==> src/rtl/l2_req_scheduler.sv <==
// Shares the single L2 port between the I-cache miss path and the D-cache miss/writeback path.
// Fixed D-over-I priority; define L2_SCHED_STARVE_GUARD_EN to bound I-fetch latency via STARVE_LIMIT.
module l2_req_scheduler #(
    parameter int STARVE_LIMIT = 4
) (
    input  logic         clk,
    input  logic         reset,
    input  logic [15:0]  I_address,
    input  logic         I_read,
    output logic [127:0] I_rdata,
    output logic         I_resp,
    input  logic [15:0]  D_address,
    input  logic         D_read,
    input  logic         D_write,
    input  logic [127:0] D_wdata,
    output logic [127:0] D_rdata,
    output logic         D_resp,
    output logic [15:0]  L2_address,
    output logic         L2_read,
    output logic         L2_write,
    output logic [127:0] L2_wdata,
    input  logic [127:0] L2_rdata,
    input  logic         L2_resp,
    output logic         busy
);

    typedef enum logic [1:0] {IDLE, SERVE_I, SERVE_D, DONE} state_t;

    state_t         state_q;
    logic [15:0]    addr_q;
    logic [127:0]   wdata_q;
    logic           rd_q;
    logic           wr_q;
    logic           d_req;
    logic           force_i;
    logic           grant_d;
    logic           grant_i;

    if (STARVE_LIMIT < 1 || STARVE_LIMIT > 15) begin : g_bad_limit
        $error("STARVE_LIMIT must be in 1..15");
    end

    assign d_req = D_read | D_write;

`ifdef L2_SCHED_STARVE_GUARD_EN
    logic [3:0] starve_q;
    logic [3:0] starve_d;

    assign force_i = (starve_q == 4'(STARVE_LIMIT)) && I_read && d_req;

    // Only a D grant that leaves I waiting counts towards starvation.
    always_comb begin
        starve_d = starve_q;
        if (grant_d && I_read) begin
            if (starve_q != 4'(STARVE_LIMIT)) begin
                starve_d = starve_q + 4'd1;
            end
        end else if (grant_d || grant_i) begin
            starve_d = 4'd0;
        end
    end

    always_ff @(posedge clk) begin
        if (reset) begin
            starve_q <= 4'd0;
        end else begin
            starve_q <= starve_d;
        end
    end
`else
    assign force_i = 1'b0;
`endif

    assign grant_d = (state_q == IDLE) && d_req && !force_i;
    assign grant_i = (state_q == IDLE) && I_read && !grant_d;

    always_ff @(posedge clk) begin
        if (reset) begin
            state_q <= IDLE;
            addr_q  <= '0;
            wdata_q <= '0;
            rd_q    <= 1'b0;
            wr_q    <= 1'b0;
        end else begin
            case (state_q)
                IDLE: begin
                    if (grant_d) begin
                        state_q <= SERVE_D;
                        addr_q  <= D_address;
                        wdata_q <= D_wdata;
                        wr_q    <= D_write;
                        rd_q    <= !D_write;
                    end else if (grant_i) begin
                        state_q <= SERVE_I;
                        addr_q  <= I_address;
                        rd_q    <= 1'b1;
                        wr_q    <= 1'b0;
                    end
                end
                SERVE_I, SERVE_D: begin
                    if (L2_resp) begin
                        state_q <= DONE;
                        rd_q    <= 1'b0;
                        wr_q    <= 1'b0;
                    end
                end
                // Requester is still dropping its request; ignore everything for one cycle.
                DONE:    state_q <= IDLE;
                default: state_q <= IDLE;
            endcase
        end
    end

    assign L2_address = addr_q;
    assign L2_wdata   = wdata_q;
    assign L2_read    = rd_q;
    assign L2_write   = wr_q;
    assign I_resp     = (state_q == SERVE_I) && L2_resp;
    assign D_resp     = (state_q == SERVE_D) && L2_resp;
    assign I_rdata    = L2_rdata;
    assign D_rdata    = L2_rdata;
    assign busy       = (state_q != IDLE);

endmodule

==> config.mk <==
export PLATFORM = sky130hd
export DESIGN_NAME = l2_req_scheduler
export DESIGN_NICKNAME = d
export VERILOG_FILES = /design/src/rtl/l2_req_scheduler.sv
export SDC_FILE = /design/constraint.sdc
export NUM_CORES = 1
export LEC_CHECK = 0
export BUFFER_PORTS_ARGS = -buffer_cell sky130_fd_sc_hd__buf_2
export CORE_AREA = 2 2 273 275
export DETAILED_ROUTE_END_ITERATION = 8
export DIE_AREA = 0 0 275 277
export PLACE_DENSITY_LB_ADDON = 0.05
export SLEW_MARGIN = 10
export SYNTH_ARGS = -nofsm -noshare
export SYNTH_HDL_FRONTEND = slang
export SYNTH_SLANG_ARGS = --single-unit
export TNS_END_PERCENT = 30
==> constraint.sdc <==
create_clock -name clk -period 1.7 [get_ports clk]
set_input_delay 0.17 -clock clk [delete_from_list [all_inputs] [get_ports clk]]
set_output_delay 0.17 -clock clk [all_outputs]
set_load 0.02 [all_outputs]
# [Word-level counts from Yosys, hierarchy flattened]
# Index checks and enable logic that the tools add are counted.
[op_classes] reduce_logical=16 n_div=0 add_sub_neg=0 magnitude_cmp=0 n_eq_ne=5 shifts=0 mux=13 n_bitwise=1 mul=0
[ops] cell="$mux W16" count=2
[ops] cell="$mux W2" count=3
[ops] cell="$pmux W2 S3" count=1
[ops] cell="$reduce_and A2 Y1" count=3
[ops] cell="$reduce_bool A2 Y1" count=3
[ops] cell="$logic_and A1 B1 Y1" count=5
[ops] cell="$mux W1" count=5
[ops] cell="$eq A2 B2 Y1 const B" count=2
[ops] cell="$pmux W1 S2" count=2
[ops] cell="$ne A3 B3 Y1 const B" count=1
[ops] cell="$reduce_and A3 Y1" count=1
[ops] cell="$eq A2 B1 Y1 const B" count=1
[ops] cell="$logic_not A1 Y1" count=2
[ops] cell="$logic_not A2 Y1" count=1
[ops] cell="$ne A2 B2 Y1 const B" count=1
[ops] cell="$reduce_or A2 Y1" count=1
[ops] cell="$or A1 B1 Y1" count=1
[word_totals] mem_count=0 reg_bits=148 mem_bits_ro=0 ram_bits=0 out_inout_bits=405 wordCells=40 inputBits=294 latch_bits=0

# [Depth between registers and ports, before layout]
# Gate-level depths: netlist of run 1.
[logic_depth] word_depth=7 mapped_depth=7 ltp_nobuf=5

# [Least setup slack after synthesis of run 1]
# OpenSTA, ideal clock, no wires.
[synth_path] path_type="flip-flop to output port" startpoint="register state_q[0]" endpoint="output busy" required_time_ns=1.530 setup_slack_ns=0.152 path_stages_with_launch=6 t_arrival_ns=1.378 cell_sequence="dfxtp_1 inv_1 ha_1 clkbuf_1 buf_1 inv_1"
[synth_between] elab_chain_cells=1
[synth_lines] item="start, declared" line="29" source="state_t state_q;"
[synth_lines] item="start signal, assigned" line="79" source="state_q <= IDLE;"
[synth_lines] item="start signal, assigned" line="88" source="state_q <= SERVE_D;"
[synth_lines] item="start signal, assigned" line="94" source="state_q <= SERVE_I;"
[synth_lines] item="$reduce_bool A2 Y1" line="122" source="assign busy = (state_q != IDLE);"
[synth_lines] item="end, declared" line="24" source="output logic busy"
# No other way between the ends.

# [Final worst setup path of run 1]
[layout_path] startpoint="register state_q[1]" endpoint="output I_resp"
[layout_between] elab_chain_cells=2
[layout_lines] item="$eq A2 B1 Y1" line="118" source="assign I_resp = (state_q == SERVE_I) && L2_resp;"
[layout_lines] item="$logic_and A1 B1 Y1" line="118"
[layout_lines] item="end, declared" line="11" source="output logic I_resp,"
# No other way between the ends.

==> reports/results.tsv, run 1 <==
stage	metric	value	unit
detailed_routing	router iterations before antenna repair	4	
power	switching share of total power	0.439	
worst_setup_path	crit path DAT	1.44	ns
power	P_leak	4.43	nW
clock_tree	CTS Root Cell	clkbuf_16	
clock_tree	CTS Buf Count	17	
layout	Ant. Diodes	0	
synthesis	Syn Nets	1237	
worst_setup_path	Max FO, Critical Path	3	
timing	Fin. Hold Viols	0	
die	initial core utilization	0.101	
synthesis	synth top area cells	dfxtp_1 40%, buf_4 26%, nand2_1 13%	
placement	hpwl dp	23.1	mm
worst_setup_path	WP data required	1.53	ns
worst_setup_path	kind of start point of the critical path	register	
layout	most frequent cells in the layout	311 x buf_2, 256 x nand2_1, 146 x dfxtp_1	
timing	worst clock skew	0.0146	ns
clock_tree	H-tree levels	4	
worst_setup_path	Setup crit end kind	primary output	
timing	Slew Limit Fails	0	
job	max_cap viols	0	
grt	initial antenna violation count	0	
timing	fin crit share	0.946	
synthesis	area share of the largest cell type after synthesis	0.399	
power	Peak supply drop	0.421	mV
layout	nets@finish	1417	
layout	post-route insts no fill	2101	
layout	area added between synthesis and finish	38.9	%
synthesis	Syn Area/Cell	7.91	µm²
worst_setup_path	critical path class	reg2out	
die	total die area	76200	µm²
layout	Fill cells	8550	
timing	min Tclk post-route	1.61	ns
power	Pint	8.57	mW
detailed_routing	total number of vias	6459	
die	Row Count	100	
placement	Port Buffer Count	314	
die	Die Width	275	µm
detailed_routing	antenna violation net count after detailed routing	0	
grt	GRT Util Overall	0.0843	
timing	Slew Limit Headroom	0.671	
status	outcome	finished clean	
power	switching pwr	6.69	mW
placement	GPL Wtd Cong	0.625	
synthesis	synth warn	0	
power	Logic pwr share	0.433	
synthesis	Cell variety after synth	30	
die	# IOs	699	
layout	layout cell share with drive strength beyond 1	0.345	
timing	Worst-Margin Slew	0.491	ns
synthesis	Mapped Area	7430	µm²
power	PwrDens	1480	nW/µm²
die	die height	277	µm
timing	RSZ-0062 raised after global routing	no	
detailed_routing	routed len/inst	15.4	µm
timing	final setup vio count	0	
detailed_routing	Detailed Route WL	32.3	mm
detailed_routing	Via-to-Cell Ratio	3.07	
min_path	Worst Hold Class	in2reg	
grt	largest net degree at the start of global routing	56	
clock_tree	Clock Latency Late Sink	0.49	ns
clock_tree	Clk pin slew, worst setup/hold paths	0.07	ns
placement	placed insts	1939	
synthesis	Mapped Cells	939	
power	register share of total power	0.304	
layout	commonest non-fill, non-tap cell in the layout	buf_2	
synthesis	Seq/Total Area, Yosys	0.399	
detailed_routing	DRC	0	
clock_tree	clk sinks	148	
detailed_routing	Starting DRT DRC Count	170	
synthesis	leading area contributor after synthesis	dfxtp_1	
grt	number of global-route vias before repair	6848	
power	Final Total Pwr	15.3	mW
grt	total congestion overflow	0	
timing	fmax	622	MHz
die	core area	73600	µm²
clock_tree	CTS tree	done	
power	Clock power frac	0.263	
synthesis	number of synthesized register bits	148	
clock_tree	Max Root-Sink Buffers	2	
grt	first-pass GRT wire length	46.3	mm
==> cell families after synthesis <==
| logic type | after synthesis | share of synthesized area |
|---|---|---|
| compound gates | 171 | 0.126 |
| fa+ha+maj | 4 | 0.00673 |
| buf+inv | 315 | 0.296 |
| flops | 148 | 0.399 |
| mux | 1 | 0.00135 |
| simple gates | 300 | 0.171 |
==> worst max-delay path, cell delays in order (launching register included) <==
cell and delay [ns]:
dfxtp_2 0.35, inv_2 0.05, buf_4 0.13, ha_2 0.16
and2_4 0.13, buf_6 0.13
==> synthesized netlist by cell type <==
library cell	count
buf_4	257
nand2_1	256
dfxtp_1	148
a21oi_1	129
buf_2	27
clkbuf_1	20
nor2_1	19
o21ai_0	19
or4b_1	16
a211oi_1	15
inv_1	5
ha_1	4
and2_1	2
buf_6	2
clkbuf_2	2
nand2b_1	2
nor2b_1	2
o32ai_1	2
a2111o_1	1
a211oi_2	1
buf_1	1
clkbuf_4	1
mux2i_1	1
nor2_4	1
nor3_1	1
nor4b_4	1
o21a_1	1
o21ai_2	1
o31a_4	1
o41ai_1	1
==> flip-flops by register name (all words and copies together), names as in the netlist <==
signal      flops
L2_wdata      128
L2_address     16
L2_read         1
L2_write        1
state_q         2
==> path summary, 6_finish.rpt <==
path	start	to	slack [ns]	cells after the start
hold / removal	D_address[6]	L2_address[6]$_SDFFE_PP0P_	0.07	3
hold reg to reg	L2_wdata[126]$_SDFFE_PP0P_	L2_wdata[126]$_SDFFE_PP0P_	0.45	2
setup / recovery	state_q[1]$_SDFFE_PP0P_	I_resp	0.09	5
setup reg to reg	state_q[1]$_SDFFE_PP0P_	L2_wdata[89]$_SDFFE_PP0P_	0.13	7
==> metal layers <==
layer	share of wire	GRT usage	wire length, µm	up-vias
li1	-	-	-	3133
met1	0.38	0.0861	12300	2950
met2	0.49	0.141	15800	262
met3	0.080	0.0340	2600	114
met4	0.053	0.0559	1700	0
met5	0	0.00257	0	-
==> layout make-up <==
cell class                      instances  area (µm²)  area share
Clock buffer                           17         425      0.0412
Clock inverter                         15         138      0.0133
Tap cell                              969        1210       0.117
Sequential cell                       148        2970       0.287
Timing Repair Buffer                  471        3260       0.316
Inverter                                5        18.8     0.00182
Multi-Input combinational cell        476        2310       0.224
==> per-stage QoR <==
| step | cell area, µm² | hold WS, ns | TNS, ns | utilization | setup slack [ns] |
|---|---|---|---|---|---|
| finish | 10300 | 0.0738 | 0 | 0.140 | 0.0913 |
| global route | 10300 | 0.0357 | 0 | 0.140 | 0.00397 |
| CTS | 10300 | 0.0246 | -0.0133 | 0.140 | -0.0133 |
| detailed placement | 8420 | 0.340 | 0 | 0.114 | 0.0236 |
| global placement | 8420 | 0.340 | 0 | 0.114 | 0.0259 |
| floorplan | 7430 | 0.306 | 0 | - | 0.152 |
==> timing repair <==
action / CTS / global route
setup endpoints to repair: 3 / 2
hold buffers: 129 / 0
resized for setup: 13 / 3
pin swaps: 1 / 0
hold endpoints to repair: 129 / 0
buffers inserted: 1 / 0
==> power by group through the flow <==
| stage | Combinational, mW | Sequential, mW | Clock [mW] |
|---|---|---|---|
| detailed placement | 6.56 | 4.72 | 0 |
| floorplan | 3.60 | 5.64 | 0 |
| global placement | 6.60 | 4.72 | 0 |
| global route | 7.38 | 4.75 | 4.41 |
| CTS | 6.93 | 4.65 | 4.33 |
| finish | 6.61 | 4.64 | 4.01 |
No activity file was read; power rests on OpenSTA's default activity.
==> inputs of run 2 (changes only) <==
--- a/config.mk
+++ b/config.mk
@@ -7,6 +7,7 @@
 export LEC_CHECK = 0
 export BUFFER_PORTS_ARGS = -buffer_cell sky130_fd_sc_hd__buf_2
 export CORE_AREA = 2 2 273 275
+export CTS_BUF_LIST = sky130_fd_sc_hd__clkbuf_4 sky130_fd_sc_hd__clkbuf_8
 export DETAILED_ROUTE_END_ITERATION = 8
 export DIE_AREA = 0 0 275 277
 export PLACE_DENSITY_LB_ADDON = 0.05
==> run 2 against run 1 <==
  * Die area unchanged
  * Clock power down 25%
  * Sequential share of layout area hardly changed
  * Register-to-register slack hardly changed
  * Design area barely moved
  * Worst setup slack lost 0.028 ns
  * Clock skew up 0.0056 ns
  * Core utilization about the same
  * Sequential power about the same
  * Hold slack worse by 0.0084 ns
  * Critical path depth unchanged
  * Largest cell class unchanged
  * Total power shrank 5.0%
==> reports/results.tsv, run 2 (same netlist as run 1, synthesis figures left out) <==
stage	metric	value	unit	change
status	outcome	finished clean		
detailed_routing	total number of vias	6538		+1.2%
detailed_routing	Detailed Route WL	32.4	mm	+0.34%
detailed_routing	antenna violation net count after detailed routing	0		unchanged
worst_setup_path	CP top delay family	flip-flops		
placement	Port Buffer Count	314		unchanged
clock_tree	CTS Buf Count	17		unchanged
worst_setup_path	crit path DAT	1.47	ns	+0.03 ns
layout	nets@finish	1432		+1.1%
die	total die area	76200	µm²	unchanged
timing	fin crit share	0.963		+0.0164
clock_tree	Clock Latency Late Sink	0.56	ns	+0.07 ns
power	PwrDens	1400	nW/µm²	-5.0%
detailed_routing	Starting DRT DRC Count	164		-3.5%
placement	GPL Wtd Cong	0.625		unchanged
die	initial core utilization	0.101		unchanged
detailed_routing	routed len/inst	15.3	µm	-0.47%
clock_tree	CTS tree	done		
power	P_leak	4.42	nW	-0.22%
detailed_routing	Via-to-Cell Ratio	3.09		+0.41%
timing	final setup vio count	0		unchanged
worst_setup_path	WP data required	1.53	ns	about the same
clock_tree	Clk pin slew, worst setup/hold paths	0.10	ns	+0.03 ns
layout	Fill cells	8568		+0.21%
worst_setup_path	crit-path cells	inv_2 > buf_6 > ha_4 > and2_4 > buf_6		
layout	most frequent cells in the layout	310 x buf_2, 255 x nand2_1, 146 x dfxtp_1		
grt	largest net degree at the start of global routing	56		unchanged
job	max_cap viols	0		unchanged
layout	layout cell share with drive strength beyond 1	0.345		+0.000726
detailed_routing	router iterations before antenna repair	4		unchanged
grt	number of global-route vias before repair	6880		+0.47%
die	Die Width	275	µm	unchanged
timing	Slew Limit Headroom	0.666		-0.00485
worst_setup_path	Setup crit end kind	primary output		
worst_setup_path	CP max-delay cell	dfxtp_2		
timing	min Tclk post-route	1.64	ns	+0.0279 ns
clock_tree	CTS Root Cell	clkbuf_8		
worst_setup_path	Worst path most repeated cell	buf_6		
clock_tree	Max Root-Sink Buffers	2		unchanged
layout	area added between synthesis and finish	39.0	%	about the same
layout	fin area	10300	µm²	about the same
timing	fmax	611	MHz	-1.7%
timing	Slew Limit Fails	0		unchanged
grt	first-pass GRT wire length	46.5	mm	+0.33%
timing	Setup TNS	0	ns	unchanged
grt	total congestion overflow	0		unchanged
min_path	Worst Hold Class	in2reg		
worst_setup_path	Max FO, Critical Path	2		-1
power	Peak supply drop	0.427	mV	+1.5%
timing	Fin. Hold Viols	0		unchanged
placement	hpwl dp	23.1	mm	unchanged
worst_setup_path	crit path buf inv count	3		unchanged
detailed_routing	DRC	0		unchanged
worst_setup_path	kind of start point of the critical path	register		
min_path	min-delay src	D_address[1]		
worst_setup_path	critical path class	reg2out		
timing	worst clock skew	0.0202	ns	+0.00558 ns
die	die height	277	µm	unchanged
grt	initial antenna violation count	2		+2
layout	Largest register FFs	128		unchanged
worst_setup_path	Critical R2R Launch	state_q[1]$_SDFFE_PP0P_		
layout	commonest non-fill, non-tap cell in the layout	buf_2		
worst_setup_path	worst setup path start	state_q[1]$_SDFFE_PP0P_		
clock_tree	clk sinks	148		unchanged
timing	Worst-Margin Slew	0.501	ns	+0.00914 ns
grt	GRT Util Overall	0.0846		+0.000347
die	# IOs	699		unchanged
timing	RSZ-0062 raised after global routing	yes		
die	Row Count	100		unchanged
die	core area	73600	µm²	unchanged
placement	placed cell areas	8420	µm²	unchanged
clock_tree	H-tree levels	4		unchanged
worst_setup_path	CP peak stage delay	0.35	ns	about the same
[run 2: through the flow]
stage	worst slack, ns	utilization	cells	total power, mW	hold WS, ns
finish	0.0634	0.140	2118	14.5	0.0654
global route	-0.0593	0.140	2118	15.8	0.0328
CTS	-0.0482	0.140	2116	15.2	0.00333
detailed placement	0.0236	0.114	1939	11.3	0.340
global placement	0.0259	0.114	1939	11.3	0.340
floorplan	0.152	-	939	9.24	0.306
[run 2: worst reg2reg max path: cells and delay by family (launching register included)]
kind                       cells  cell delay, ns
adders and majority gates      1            0.16
AOI/OAI and AO/OA              2            0.44
DFF                            1            0.34
muxes                          1            0.10
buffers and inverters          3            0.44
[run 2: path summary, 6_finish.rpt]
check | to | slack, ns | depth (start not counted)
worst max-delay path | I_resp | 0.06 | 5
worst min-delay path | L2_address[1]$_SDFFE_PP0P_ | 0.07 | 3
worst max register to register | state_q[1]$_SDFFE_PP0P_ | 0.12 | 7
worst min register to register | L2_wdata[126]$_SDFFE_PP0P_ | 0.46 | 2
[run 2: layout make-up]
cell class / instances / area, µm² / area share
clock inverter: 15 / 138 / 0.0133
timing repair buffer: 486 / 3420 / 0.332
tap: 969 / 1210 / 0.117
clock buffer: 17 / 234 / 0.0227
antenna: 2 / 5.00 / 0.000485
sequential: 148 / 2970 / 0.287
multi-input combinational: 476 / 2330 / 0.226
inverter: 5 / 18.8 / 0.00182
[run 2: repair_timing]
action | CTS | global route
endpoints found under the setup margin | 3 | 3
hold buffers | 140 | 0
setup buffers | 5 | 0
gates resized for setup | 24 | 2
cloned | 0 | 0
pin swaps | 2 | 0
hold endpoints to repair | 140 | 0
[run 2: power breakdown]
group	internal (mW)	leakage (nW)	switching (mW)	total, mW
Clock	1.07	0.175	1.95	3.02
Sequential	4.27	1.22	0.361	4.63
Combinational	2.52	3.02	4.33	6.85
Total	7.86	4.42	6.64	14.5
[run 2: per-layer routing]
layer | track usage | vias to the layer above | routed length, µm
li1 | - | 3156 | -
met1 | 0.0868 | 3005 | 12400
met2 | 0.141 | 261 | 15700
met3 | 0.0338 | 114 | 2570
met4 | 0.0563 | 2 | 1720
met5 | 0.00578 | - | 32
